### src/rtl/tracking_pkg.sv
// Shared types and width helpers for the object tracker front end and Kalman stage.
package tracking_pkg;

  localparam int DEFAULT_COLOR_WIDTH = 10;
  localparam int DEFAULT_DISP_WIDTH  = 11;

  typedef enum logic [1:0] {
    ACCUM,
    DIVIDE,
    OUTPUT
  } state_e;

  // Coordinate sums need 3x the display width; the match count needs 2x.
  function automatic int sumWidth(input int dispWidth);
    return 3 * dispWidth;
  endfunction

  function automatic int cntWidth(input int dispWidth);
    return 2 * dispWidth;
  endfunction

endpackage

### src/rtl/serial_divider.sv
// Restoring serial divider producing one quotient bit per clock, MSB first.
module serial_divider #(
  parameter int DVD_W = 33,
  parameter int DVS_W = 22,
  parameter int QUO_W = 11
) (
  input  logic             clk,
  input  logic             reset,
  input  logic             start_i,
  input  logic [DVD_W-1:0] dividend_i,
  input  logic [DVS_W-1:0] divisor_i,
  output logic             done_o,
  output logic [QUO_W-1:0] quotient_o
);

  localparam int ITER_W = $clog2(DVD_W + 1);

  logic [DVD_W-1:0]  dvd_q, dvd_d;
  logic [DVS_W-1:0]  rem_q, rem_d;
  logic [DVS_W-1:0]  dvs_q;
  logic [ITER_W-1:0] iter_q;
  logic              busy_q;
  logic [DVS_W:0]    remShift;
  logic              qBit;
  logic              lastIter;

  // Quotient bits shift into the dividend register as its bits are consumed.
  always_comb begin
    remShift = {rem_q, dvd_q[DVD_W-1]};
    qBit     = (remShift >= {1'b0, dvs_q});
    rem_d    = qBit ? DVS_W'(remShift - {1'b0, dvs_q}) : remShift[DVS_W-1:0];
    dvd_d    = {dvd_q[DVD_W-2:0], qBit};
    lastIter = (iter_q == ITER_W'(DVD_W - 1));
  end

  // done_o and quotient_o reflect the final iteration so the caller can
  // register the result on the same edge the last bit is produced.
  assign done_o     = busy_q && lastIter;
  assign quotient_o = dvd_d[QUO_W-1:0];

  always_ff @(posedge clk) begin
    if (reset) begin
      dvd_q  <= '0;
      rem_q  <= '0;
      dvs_q  <= '0;
      iter_q <= '0;
      busy_q <= 1'b0;
    end else if (start_i) begin
      dvd_q  <= dividend_i;
      rem_q  <= '0;
      dvs_q  <= divisor_i;
      iter_q <= '0;
      busy_q <= 1'b1;
    end else if (busy_q) begin
      dvd_q  <= dvd_d;
      rem_q  <= rem_d;
      iter_q <= iter_q + ITER_W'(1);
      if (lastIter) begin
        busy_q <= 1'b0;
      end
    end
  end

endmodule

### src/rtl/object_centroid.sv
// Colour-window pixel classifier and per-frame centroid measurement for the tracker.
module object_centroid
  import tracking_pkg::*;
#(
  parameter int COLOR_WIDTH = DEFAULT_COLOR_WIDTH,
  parameter int DISP_WIDTH  = DEFAULT_DISP_WIDTH,
  parameter int MIN_PIXELS  = 16
) (
  input  logic                   clk,
  input  logic                   reset,
  input  logic                   pix_valid,
  input  logic [DISP_WIDTH-1:0]  pix_x,
  input  logic [DISP_WIDTH-1:0]  pix_y,
  input  logic [COLOR_WIDTH-1:0] pix_r,
  input  logic [COLOR_WIDTH-1:0] pix_g,
  input  logic [COLOR_WIDTH-1:0] pix_b,
  input  logic                   frame_end,
  input  logic [COLOR_WIDTH-1:0] tgt_r,
  input  logic [COLOR_WIDTH-1:0] tgt_g,
  input  logic [COLOR_WIDTH-1:0] tgt_b,
  input  logic [COLOR_WIDTH-1:0] tol,
  output logic                   meas_valid,
  input  logic                   meas_ready,
  output logic [DISP_WIDTH-1:0]  meas_x,
  output logic [DISP_WIDTH-1:0]  meas_y,
  output logic                   meas_found,
  output logic                   frame_dropped
);

  localparam int SUM_W = sumWidth(DISP_WIDTH);
  localparam int CNT_W = cntWidth(DISP_WIDTH);

  function automatic logic [COLOR_WIDTH-1:0] absDiff(input logic [COLOR_WIDTH-1:0] a,
                                                     input logic [COLOR_WIDTH-1:0] b);
    return (a >= b) ? (a - b) : (b - a);
  endfunction

  state_e                 state_q, state_d;
  logic [SUM_W-1:0]       sum_x_q, sum_y_q;
  logic [CNT_W-1:0]       cnt_q;
  logic [SUM_W-1:0]       sumXInc, sumYInc;
  logic [CNT_W-1:0]       cntInc;
  logic                   pixMatch;
  logic                   frameFound;
  logic                   divStart;
  logic                   doneX, doneY;
  logic [DISP_WIDTH-1:0]  quotX, quotY;
  logic                   meas_valid_q, meas_valid_d;
  logic [DISP_WIDTH-1:0]  meas_x_q, meas_x_d;
  logic [DISP_WIDTH-1:0]  meas_y_q, meas_y_d;
  logic                   meas_found_q, meas_found_d;
  logic                   frame_dropped_q, frame_dropped_d;

  // Running sums include the current pixel so a pixel coincident with
  // frame_end lands in the snapshot of the frame it ends.
  always_comb begin
    pixMatch = pix_valid
            && (absDiff(pix_r, tgt_r) <= tol)
            && (absDiff(pix_g, tgt_g) <= tol)
            && (absDiff(pix_b, tgt_b) <= tol);
    sumXInc    = sum_x_q + (pixMatch ? {{(SUM_W-DISP_WIDTH){1'b0}}, pix_x} : '0);
    sumYInc    = sum_y_q + (pixMatch ? {{(SUM_W-DISP_WIDTH){1'b0}}, pix_y} : '0);
    cntInc     = cnt_q + (pixMatch ? CNT_W'(1) : CNT_W'(0));
    frameFound = (cntInc >= CNT_W'(MIN_PIXELS)) && (cntInc != '0);
  end

  // Every frame_end restarts accumulation, whether the frame is kept or dropped.
  always_ff @(posedge clk) begin
    if (reset || frame_end) begin
      sum_x_q <= '0;
      sum_y_q <= '0;
      cnt_q   <= '0;
    end else begin
      sum_x_q <= sumXInc;
      sum_y_q <= sumYInc;
      cnt_q   <= cntInc;
    end
  end

  serial_divider #(
    .DVD_W (SUM_W),
    .DVS_W (CNT_W),
    .QUO_W (DISP_WIDTH)
  ) u_div_x (
    .clk        (clk),
    .reset      (reset),
    .start_i    (divStart),
    .dividend_i (sumXInc),
    .divisor_i  (cntInc),
    .done_o     (doneX),
    .quotient_o (quotX)
  );

  serial_divider #(
    .DVD_W (SUM_W),
    .DVS_W (CNT_W),
    .QUO_W (DISP_WIDTH)
  ) u_div_y (
    .clk        (clk),
    .reset      (reset),
    .start_i    (divStart),
    .dividend_i (sumYInc),
    .divisor_i  (cntInc),
    .done_o     (doneY),
    .quotient_o (quotY)
  );

  always_ff @(posedge clk) begin
    if (reset) begin
      state_q <= ACCUM;
    end else begin
      state_q <= state_d;
    end
  end

  always_comb begin
    state_d = state_q;
    case (state_q)
      ACCUM: begin
        if (frame_end) begin
          state_d = frameFound ? DIVIDE : OUTPUT;
        end
      end
      DIVIDE: begin
        if (doneX && doneY) begin
          state_d = OUTPUT;
        end
      end
      OUTPUT: begin
        if (meas_valid_q && meas_ready) begin
          state_d = ACCUM;
        end
      end
      default: state_d = ACCUM;
    endcase
  end

  // Measurement fields only move when a new result is produced, so they stay
  // stable for the whole time meas_valid is high.
  always_comb begin
    divStart        = (state_q == ACCUM) && frame_end && frameFound;
    meas_valid_d    = (state_d == OUTPUT);
    meas_x_d        = meas_x_q;
    meas_y_d        = meas_y_q;
    meas_found_d    = meas_found_q;
    frame_dropped_d = frame_end && (state_q != ACCUM);
    if ((state_q == ACCUM) && frame_end && !frameFound) begin
      meas_found_d = 1'b0;
    end else if ((state_q == DIVIDE) && doneX && doneY) begin
      meas_x_d     = quotX;
      meas_y_d     = quotY;
      meas_found_d = 1'b1;
    end
  end

  always_ff @(posedge clk) begin
    if (reset) begin
      meas_valid_q    <= 1'b0;
      meas_x_q        <= '0;
      meas_y_q        <= '0;
      meas_found_q    <= 1'b0;
      frame_dropped_q <= 1'b0;
    end else begin
      meas_valid_q    <= meas_valid_d;
      meas_x_q        <= meas_x_d;
      meas_y_q        <= meas_y_d;
      meas_found_q    <= meas_found_d;
      frame_dropped_q <= frame_dropped_d;
    end
  end

  assign meas_valid    = meas_valid_q;
  assign meas_x        = meas_x_q;
  assign meas_y        = meas_y_q;
  assign meas_found    = meas_found_q;
  assign frame_dropped = frame_dropped_q;

endmodule

### config.mk
export PLATFORM = sky130hd
export DESIGN_NAME = object_centroid
export DESIGN_NICKNAME = d
export VERILOG_FILES = /design/src/rtl/tracking_pkg.sv /design/src/rtl/serial_divider.sv /design/src/rtl/object_centroid.sv
export SDC_FILE = /design/constraint.sdc
export NUM_CORES = 1
export LEC_CHECK = 0
export ABC_AREA = 1
export CAP_MARGIN = 15
export CORE_MARGIN = 2
export CORE_UTILIZATION = 40
export CTS_CLUSTER_DIAMETER = 120
export DETAILED_ROUTE_END_ITERATION = 6
export HOLD_SLACK_MARGIN = 0.05
export SLEW_MARGIN = 20
export SYNTH_ARGS = -nofsm -noshare
export SYNTH_HDL_FRONTEND = slang
export SYNTH_SLANG_ARGS = --single-unit
export TNS_END_PERCENT = 1
### constraint.sdc
create_clock -name clk -period 5.66 [get_ports clk]
set_input_delay 0.566 -clock clk [delete_from_list [all_inputs] [get_ports clk]]
set_output_delay 0.566 -clock clk [all_outputs]
set_load 0.02 [all_outputs]
; Word level (Yosys, flattened, before mapping)
; Index checks and enable logic that the tools add are counted.
; Widths: inputs -> output; s select.
[classes]
n_addsub = 13
n_lt_le_gt_ge = 9
eq_ne = 5
mux = 23
n_bitwise = 1
n_reduce_logical = 24
[ops]
columns = op, count
row1 = $mux 33, 4
row2 = $add 33x11->33, 2
row3 = $sub 10x10->10, 6
row4 = $ge 23x22->1, 2
row5 = $mux 22, 2
row6 = $sub 22x22->22, 2
row7 = $ge 10x10->1, 3
row8 = $le 10x10->1, 3
row9 = $mux 10, 3
row10 = $add 22x1->22, 1
row11 = $ge 22x5->1 const B, 1
row12 = $mux 11, 2
row13 = $reduce_bool 22->1, 1
row14 = $logic_and 1x1->1, 14
row15 = $add 6x1->6 const B, 2
row16 = $eq 6x6->1 const B, 2
row17 = $mux 2, 4
row18 = $mux 1, 7
row19 = $pmux 2 s3, 1
row20 = $reduce_bool 2->1, 3
row21 = $eq 2x2->1 const B, 2
row22 = $reduce_or 2->1, 2
row23 = $eq 2x1->1 const B, 1
row24 = $logic_not 2->1, 1
row25 = other kinds (4), 4
[word_totals]
register_bits = 261
output_inout_bits = 25
wordCells = 93

; Depth between registers and ports, before layout
; Gate-level depths: netlist of the first run.
[logic_depth]
depth_word = 14
ltp_mapped = 44
depth_no_buf = 42

; Modules after synthesis
; Synthesis of the first run repeated with hierarchy kept, for this count alone.
[unflattened]
hier_cells = 3225
hier_area_um2 = 20863.8
[modules_own_cells]
columns = module, n_inst, cells_per_inst, area_per_inst_um2
row1 = serial_divider, 2, 835, 5366.4
row2 = object_centroid, 1, 1555, 10131.0

; Worst setup path before layout of the first run
; Ideal clock, no wire load.
[synth_timing]
path_kind = input to register
from = in pix_b[0]
to = reg u_div_y.dvd_q[19]
setup_time_ns = 0.057
arrival_ns = 5.823
t_required_ns = 5.603
slack_ns = -0.220
stages = 41
path_buffers = 4
path_cell_list = inv_1 > ha_1 > inv_1 > fa_1 > nand3_1 > nand2_1 > inv_1 > o21ai_0 > nor2_1 > o21bai_1 > a21oi_1 > o21bai_1 > buf_2 > a21oi_1 > ha_1 > nand2_1 > nor4_1 > o21ai_0 > (+5 left out) > ha_1 > nand3_1 > inv_2 > nand2_1 > nor2_2 > nand2_1 > nand2_1 > a21oi_1 > nand2_1 > nor2_2 > nand2_2 > nand2_2 > buf_6 > buf_4 > nand3_1 > nand3_1 > nand2_1 > inv_1
[synth_between]
elab_chain_cells = 10
word_cells_on_any_way = 16
[synth_rtl]
columns = element, line_no
row1 = from (decl), object_centroid.sv:16  ; input logic [COLOR_WIDTH-1:0] pix_b,
row2 = $sub 10x10->10 or $ge 10x10->1 (tied branches), object_centroid.sv:35  ; return (a >= b) ? (a - b) : (b - a);
row3 = $mux 10 (*), object_centroid.sv:35
row4 = $le 10x10->1 (*), object_centroid.sv:60  ; && (absDiff(pix_b, tgt_b) <= tol);
row5 = $logic_and 1x1->1 (*), object_centroid.sv:60
row6 = $mux 1, object_centroid.sv:63  ; cntInc = cnt_q + (pixMatch ? CNT_W'(1) : CNT_W'(0));
row7 = $add 22x1->22, object_centroid.sv:63
row8 = $ge 22x5->1 or $reduce_bool 22->1 (tied branches), object_centroid.sv:64  ; frameFound = (cntInc >= CNT_W'(MIN_PIXELS)) && (cntInc != '0);
row9 = $logic_and 1x1->1, object_centroid.sv:64
row10 = $logic_and 1x1->1, object_centroid.sv:141  ; divStart = (state_q == ACCUM) && frame_end && frameFound;
row11 = $mux 33 or $reduce_bool 2->1 (tied branches), -
row12 = to (signal assigned), serial_divider.sv:49  ; dvd_q <= dividend_i;
row13 = to (signal assigned), serial_divider.sv:55  ; dvd_q <= dvd_d;
row14 = to (decl), serial_divider.sv:18  ; logic [DVD_W-1:0] dvd_q, dvd_d;
; Mark *: on every way between the ends. The rest lies on a longest branch, timed or not.
; A chain may end at the register's enable or synchronous reset.

; Final worst setup path of the first run
[layout_timing]
from = in pix_r[5]
to = reg u_div_x.dvd_q[17]
[layout_between]
elab_chain_cells = 12
word_cells_on_any_way = 18
[layout_rtl]
columns = element, line_no
row1 = from (decl), object_centroid.sv:14  ; input logic [COLOR_WIDTH-1:0] pix_r,
row2 = $sub 10x10->10 or $ge 10x10->1 (tied branches), object_centroid.sv:35
row3 = $mux 10 (*), object_centroid.sv:35
row4 = $le 10x10->1 (*), object_centroid.sv:58  ; && (absDiff(pix_r, tgt_r) <= tol)
row5 = $logic_and 1x1->1 (*), object_centroid.sv:58
row6 = $logic_and 1x1->1 (*), object_centroid.sv:59  ; && (absDiff(pix_g, tgt_g) <= tol)
row7 = $logic_and 1x1->1 (*), object_centroid.sv:60
row8 = $mux 1, object_centroid.sv:63
row9 = $add 22x1->22, object_centroid.sv:63
row10 = $ge 22x5->1 or $reduce_bool 22->1 (tied branches), object_centroid.sv:64
row11 = $logic_and 1x1->1, object_centroid.sv:64
row12 = $logic_and 1x1->1, object_centroid.sv:141
row13 = $mux 33 or $reduce_bool 2->1 (tied branches), -
row14 = to (signal assigned), serial_divider.sv:49
row15 = to (signal assigned), serial_divider.sv:55
row16 = to (decl), serial_divider.sv:18
; Marks and branches as above.

==> qor.yml, run 1 <==
min_path:
  hp-class: "flip-flop to flip-flop"
route:
  wl_per_cell_um: 14.6
  via_count: 20468
  dr.pass1.iters: 5
  route.detailed.drc: 0
  ant_nets: 0
  viasPerCell: 5.03
  drt_wl_total_mm: 59.5
  drtIter0Drc: 1173
layout:
  multiInputGateArea_sq_um: 12700
  seqCellArea_sq_um: 5230
  stdcell_count: 4070
  n_antenna_cell: 0
  layout.cells.most_common: "nand2_1"
  drive_gt1_share_pct: 17.3
  final_area_sq_um: 25900
  num-fill-cells: 4638
  nets: 3696
  area.growth.synth_to_final_pct: 33.7
  most-common-layout-cells: "624 x nand2_1, 461 x inv_1, 375 x nor2_1, 317 x buf_4, 261 x dfxtp_1"
place:
  dp_hpwl_mm: 43.2
  numPortBuffers: 121
  gp_congestion: 0.925
  place_inst: 3983
  place_area_sq_um: 23400
synth:
  synth_cells: 3031
  synth_nets: 3297
  syn_avg_cell_area_sq_um: 6.38
  yosysWarnings: 0
  synth_seq_cells: 261
  syn_area_sq_um: 19300
  synth_top_flop_cell: "dfxtp_1"
  yosysUniqueCellTypes: 46
  synth_edf_count: 0
  postSynth.asyncResetShare_pct: 0
  ys_seq_area_share_pct: 27.0
worst_setup_path:
  cpMaxStageDelayCell: "clkdlybuf4s50_1"
  arrival_ns: 5.97
  worst-path-max-fanout: 7
  critical_path_class: "input pin to flip-flop"
  end_kind: "flip-flop"
  critPathMostFrequentCell: "nand2_1"
  worstSetupStartpointType: "input pin"
  cp_data_required_time_ns: 6.20
  slowest_delay_ns: 0.48
power_and_ir_drop:
  power_frac_clock_pct: 42.4
  p_sw_share_pct: 27.4
  p_comb_share_pct: 21.2
  p_leak_nw: 12.8
  power_switching_w: 0.00139
  seqPwrFrac_pct: 36.4
  ir_drop_mv: 0.205
  internal_power_w: 0.00369
  powerDensity_nw_per_um2: 196
  p_total_w: 0.00508
clocking:
  clock_latency_ns: 0.59
  cts-root-to-sink-buffers: 3
  holdBufCountCts: 0
  cts_sinks: 261
  h-tree-depth: 1
  cts-buffers-inserted: 31
  clk_pin_slew_ns: 0.06
  cts_tree: "done"
  cts-root-buf: "clkbuf_16"
floorplan:
  initial_core_util_pct: 40.5
  die_y_um: 224
  coreArea_sq_um: 47700
  dieWidth_um: 224
  core.rowCount: 80
  die-area_sq_um: 50100
  io_pins: 122
job:
  drv_cap: 0
sta:
  setup_viol: 0
  tightest_slew_ns: 1.00
  hold_ws_ns: 0.478
  fin_crit_ns: 5.43
  period_share_pct: 96.0
  hold_viol: 0
  skew_ns: 0.0203
  drv_slew: 0
  slew-limit-headroom_pct: 32.9
  clock.fmax_ghz: 0.184
global_routing:
  grt_pass1_wl_mm: 95.2
  antenna_found_initial: 0
  grt_pass1_vias: 19737
  track_usage_pct: 22.8
  grt_max_degree: 71
  overflow: 0
status:
  outcome: "finished clean"
[cell usage after synthesis (12+ instances only)]
master	instances	share of area (%)
nand2_1	640	12
inv_1	480	9.3
nor2_1	391	7.6
dfxtp_1	261	27
a21oi_1	257	6.7
nand3_1	244	6.3
ha_1	159	10
o21ai_0	127	3.3
xor2_1	74	3.4
clkbuf_1	66	1.3
nor3_1	35	0.91
nand4_1	33	1.1
xnor2_1	32	1.4
or2_2	28	0.91
a211oi_1	23	0.89
nand3b_1	19	0.74
a22oi_1	16	0.62
buf_2	16	0.41
o21ai_1	13	0.34
o21bai_1	12	0.47
[layout make-up]
cell class                      count  area share (%)
Sequential cell                   261            20.2
Clock inverter                     13           0.760
Tap cell                          615            2.98
Timing Repair Buffer              468            16.5
Multi-Input combinational cell   2184            49.0
Clock buffer                       45            3.51
Inverter                          484            7.04
[what timing repair did]
| item | 4_1_cts | 5_1_grt |
|---|---|---|
| pin swaps | 7 | 58 |
| buffers inserted | 2 | 13 |
| gates cloned | 4 | 10 |
| endpoints found under the setup margin | 166 | 206 |
| resized for setup | 31 | 211 |
[registers in the layout, summed over array words and instances (netlist names)]
| signal | cells |
|---|---|
| frame_dropped | 1 |
| sum_x_q | 33 |
| meas_y | 11 |
| u_div_y.dvs_q | 22 |
| cnt_q | 22 |
| u_div_x.busy_q | 1 |
| meas_found | 1 |
| u_div_x.rem_q | 22 |
| u_div_y.iter_q | 6 |
| meas_valid | 1 |
| sum_y_q | 33 |
| u_div_y.busy_q | 1 |
| u_div_x.iter_q | 6 |
| u_div_y.rem_q | 22 |
| u_div_x.dvd_q | 33 |
| state_q | 2 |
| u_div_y.dvd_q | 33 |
| meas_x | 11 |
[power groups by stage]
stage          Sequential (W)  Clock, W  Combinational (W)
6_report              0.00185   0.00215            0.00108
3_3_place_gp          0.00189         0           0.000894
4_1_cts               0.00185   0.00219           0.000949
5_1_grt               0.00185   0.00226            0.00118
2_1_floorplan         0.00189         0           0.000463
3_5_place_dp          0.00189         0           0.000907
[routing by layer]
metal  share of wire, %  track usage (%)  up-vias  wire length, um
met4                2.2             5.10        0             1300
met5                  0                0        -                0
met2                 48             40.8      378            28500
li1                   -                -    10512                -
met1                 46             29.4     9499            27200
met3                4.2             2.44       79             2470
[critical path: cells and delay by family]
| family | cells | cell delay (ns) |
|---|---|---|
| simple gates | 18 | 2.08 |
| compound gates | 7 | 1.01 |
| buf+inv | 8 | 1.44 |
| fa+ha+maj | 3 | 0.85 |
[final timing paths]
check	from	to	slack, ns	cells past startpoint
min	u_div_x.rem_q[6]$_SDFFE_PP0P_	u_div_x.rem_q[6]$_SDFFE_PP0P_	0.48	2
max	pix_r[5]	u_div_x.dvd_q[17]$_SDFFE_PP0P_	0.23	36
max reg2reg	u_div_x.busy_q$_SDFF_PP0_	meas_x[5]$_SDFFE_PP0P_	1.83	7
min reg2reg	u_div_x.rem_q[6]$_SDFFE_PP0P_	u_div_x.rem_q[6]$_SDFFE_PP0P_	0.48	2
[cells by family after synthesis]
family | Yosys count | share of synthesized area (%)
AOI/OAI and AO/OA | 492 | 14.1
muxes | 4 | 0.226
DFF | 261 | 27.0
xor gates and xnor gates | 106 | 4.80
buffers and inverters | 586 | 11.8
adders and majority gates | 169 | 11.3
and+or+nand+nor | 1413 | 30.7
[through the flow]
step	worst slack [ns]	setup TNS, ns	util, %
6_report	0.228	0	54.1
5_1_grt	-0.131	-11.96	54.1
4_1_cts	-0.0311	-0.0502	51.8
3_5_place_dp	-0.867	-142.57	49.0
3_3_place_gp	-0.873	-128.64	49.0
2_1_floorplan	0.0350	0	-
Power figures use the tool's default switching activity.
==> run 2: changes to the inputs <==
--- a/config.mk
+++ b/config.mk
@@ -12,8 +12,10 @@
 export CTS_CLUSTER_DIAMETER = 120
 export DETAILED_ROUTE_END_ITERATION = 6
 export HOLD_SLACK_MARGIN = 0.05
+export MAX_ROUTING_LAYER = met4
 export SLEW_MARGIN = 20
 export SYNTH_ARGS = -nofsm -noshare
 export SYNTH_HDL_FRONTEND = slang
+export SYNTH_HIERARCHICAL = 1
 export SYNTH_SLANG_ARGS = --single-unit
 export TNS_END_PERCENT = 1
==> run 2 against run 1 <==
Net effect:
- sequential power up 8%
- critical path depth unchanged
- worst hold slack worse by 0.011 ns
- die area up 7.8%
- synthesized area up 7.9%
==> qor.yml, run 2 <==
status:
  outcome: "finished clean"
route:
  route.detailed.drc: 0
  viasPerCell: 4.81
  drtIter0Drc: 1153
  wl_per_cell_um: 13.9
  via_count: 20832
  drt_wl_total_mm: 60.1
  ant_nets: 0
  dr.pass1.iters: 5
power_and_ir_drop:
  ir_drop_mv: 0.265
  p_sw_share_pct: 28.1
  seqPwrFrac_pct: 37.0
  power_frac_clock_pct: 42.3
  internal_power_w: 0.00390
  power_switching_w: 0.00152
  powerDensity_nw_per_um2: 199
  p_comb_share_pct: 20.7
  p_leak_nw: 13.4
synth:
  yosysWarnings: 6
  postSynth.asyncResetShare_pct: 0
  synth_top_family_by_area: "simple AND/OR/NAND/NOR gates"
  synth_most_common_cell: "nand2_1"
  synth_compound_area_share_pct: 13.8
  synth_edf_count: 0
  ys_seq_area_share_pct: 27.2
  synth_cells: 3225
  synth_top_flop_cell: "dfxtp_1"
  synth_largest_area_cell: "dfxtp_1"
  yosys.area_share.simple_pct: 31.1
  synth_area_leaders: "dfxtp_1 27%, nand2_1 15%, inv_1 9.8%"
  synth-xor-area-share_pct: 4.31
  synthMuxAreaShare_pct: 0
  synth_top_cell_area_share_pct: 27.2
  syn_avg_cell_area_sq_um: 6.47
  yosysUniqueCellTypes: 51
  synth_fa_ha_area_share_pct: 10.5
  syn_area_sq_um: 20900
  synth_seq_cells: 283
  synth_nets: 3491
  synth_common_cells: "831 x nand2_1, 547 x inv_1, 287 x nor2_1"
global_routing:
  grt_pass1_wl_mm: 97.3
  overflow: 0
  track_usage_pct: 22.6
  grt_pass1_vias: 19653
  antenna_found_initial: 1
  grt_max_degree: 55
worst_setup_path:
  crit_family: "simple AND/OR/NAND/NOR gates"
  worst-path-max-fanout: 9
  crit_start: "pix_b[7]"
  cp_data_required_time_ns: 6.16
  end_kind: "flip-flop"
  arrival_ns: 5.89
  critical_path_class: "input pin to flip-flop"
  slowest_delay_ns: 0.44
  regToRegStartpoint: "cnt_q[7]$_SDFF_PP0_"
  path_buf_inv: 8
  cpMaxStageDelayCell: "clkdlybuf4s50_1"
  worstSetupStartpointType: "input pin"
clocking:
  h-tree-depth: 2
  clock_latency_ns: 0.57
  cts-root-to-sink-buffers: 3
  clk_pin_slew_ns: 0.06
  cts-root-buf: "clkbuf_16"
  holdBufCountCts: 0
  cts_sinks: 283
  cts-buffers-inserted: 35
  cts_tree: "done"
sta:
  tightest_slew_ns: 0.999
  skew_ns: 0.0293
  hold_viol: 0
  period_share_pct: 95.3
  fin_ws_ns: 0.269
  fin_crit_ns: 5.39
  drv_slew: 0
  clock.fmax_ghz: 0.185
  slew-limit-headroom_pct: 33.3
  setup_viol: 0
layout:
  num-fill-cells: 5176
  area.growth.synth_to_final_pct: 30.6
  post-route-util_pct: 53.0
  layout.cells.most_common: "nand2_1"
  most-common-layout-cells: "804 x nand2_1, 531 x inv_1, 338 x buf_4, 283 x dfxtp_1, 268 x nor2_1"
  n_antenna_cell: 0
  stdcell_count: 4333
  nets: 3894
  drive_gt1_share_pct: 18.1
place:
  post-place-ws_ns: -0.697
  place_inst: 4253
  numPortBuffers: 121
  gp_congestion: 0.886
  dp_hpwl_mm: 45.9
floorplan:
  die_y_um: 232
  io_pins: 122
  coreArea_sq_um: 51400
  die-area_sq_um: 54000
  core.rowCount: 83
  dieWidth_um: 232
  initial_core_util_pct: 40.6
min_path:
  min-delay-start: "u_div_y/dvs_q[4]$_SDFFE_PP0P_"
  hp-class: "flip-flop to flip-flop"
job:
  drv_cap: 0
## run 2: cell count changes in the layout (fill, tap and decap cells not counted), moves of 21 or more
cell	before	now
nand2_1	624	804
nand3b_1	19	55
nor2_1	375	268
or2_2	28	4
buf_4	317	338
nand3_1	237	141
nand2_2	15	47
inv_1	461	531
dfxtp_1	261	283
## run 2: final cells by class
cell class	count	area, sq um	area share [%]
Clock buffer	42	942	3.46
Tap cell	680	851	3.12
Sequential cell	283	5670	20.8
Timing Repair inverter	2	12.5	0.0459
Clock inverter	20	240	0.882
Inverter	568	2140	7.86
Timing Repair Buffer	480	4090	15.0
Multi-Input combinational cell	2258	13300	48.8
## run 2: what timing repair did
item,4_1_cts,5_1_grt
endpoints found under the hold margin,0,0
resized for setup,11,214
cloned,0,4
endpoints found under the setup margin,102,203
pin swaps,3,71
setup buffers,0,14
## run 2: worst paths after layout
| kind | endpoint | slack, ns | cells past startpoint |
|---|---|---|---|
| worst max register to register | u_div_y/dvd_q[24]$_SDFFE_PP0P_ | 2.91 | 20 |
| worst max-delay path | u_div_y/dvd_q[24]$_SDFFE_PP0P_ | 0.27 | 36 |
| worst min-delay path | u_div_y/dvs_q[4]$_SDFFE_PP0P_ | 0.47 | 2 |
| worst min register to register | u_div_y/dvs_q[4]$_SDFFE_PP0P_ | 0.47 | 2 |
## run 2: tightest hold or removal path, delay by kind of cell, from the launching register on
kind	cells	cell delay (ns)
buffers and inverters	1	0.06
flip-flops	1	0.30
AO/OA/AOI/OAI	1	0.06
## run 2: metrics by stage
| stage | hold slack [ns] | cell area (sq um) | setup TNS, ns | power (W) |
|---|---|---|---|---|
| floorplan | 0.434 | 20900 | 0 | 0.00255 |
| global placement | 0.451 | 25000 | -104.35 | 0.00303 |
| detailed placement | 0.461 | 25000 | -107.09 | 0.00303 |
| CTS | 0.471 | 26200 | 0 | 0.00535 |
| global route | 0.492 | 27200 | -3.01 | 0.00568 |
| finish | 0.467 | 27200 | 0 | 0.00542 |
## run 2: kinds of logic after synthesis
family          count (synthesis)
simple gates                 1489
buf+inv                       684
compound gates                499
flops                         283
fa+ha+maj                     169
xor+xnor                      101
## run 2: power groups by stage
stage | Combinational (W) | Sequential, W | Clock, W
after floorplan | 0.000503 | 0.00205 | 0
after global placement | 0.000979 | 0.00205 | 0
after detailed placement | 0.000979 | 0.00205 | 0
after CTS | 0.000993 | 0.00200 | 0.00235
after global routing | 0.00124 | 0.00200 | 0.00244
final | 0.00112 | 0.00200 | 0.00229
## run 2: per-layer routing
metal / vias up / global-route usage [%] / part of all wire, %
li1: 11036 / - / -
met1: 9416 / 30.4 / 49
met2: 313 / 36.0 / 45
met3: 67 / 2.41 / 3.5
met4: 0 / 5.89 / 2.0
met5: - / - / 0
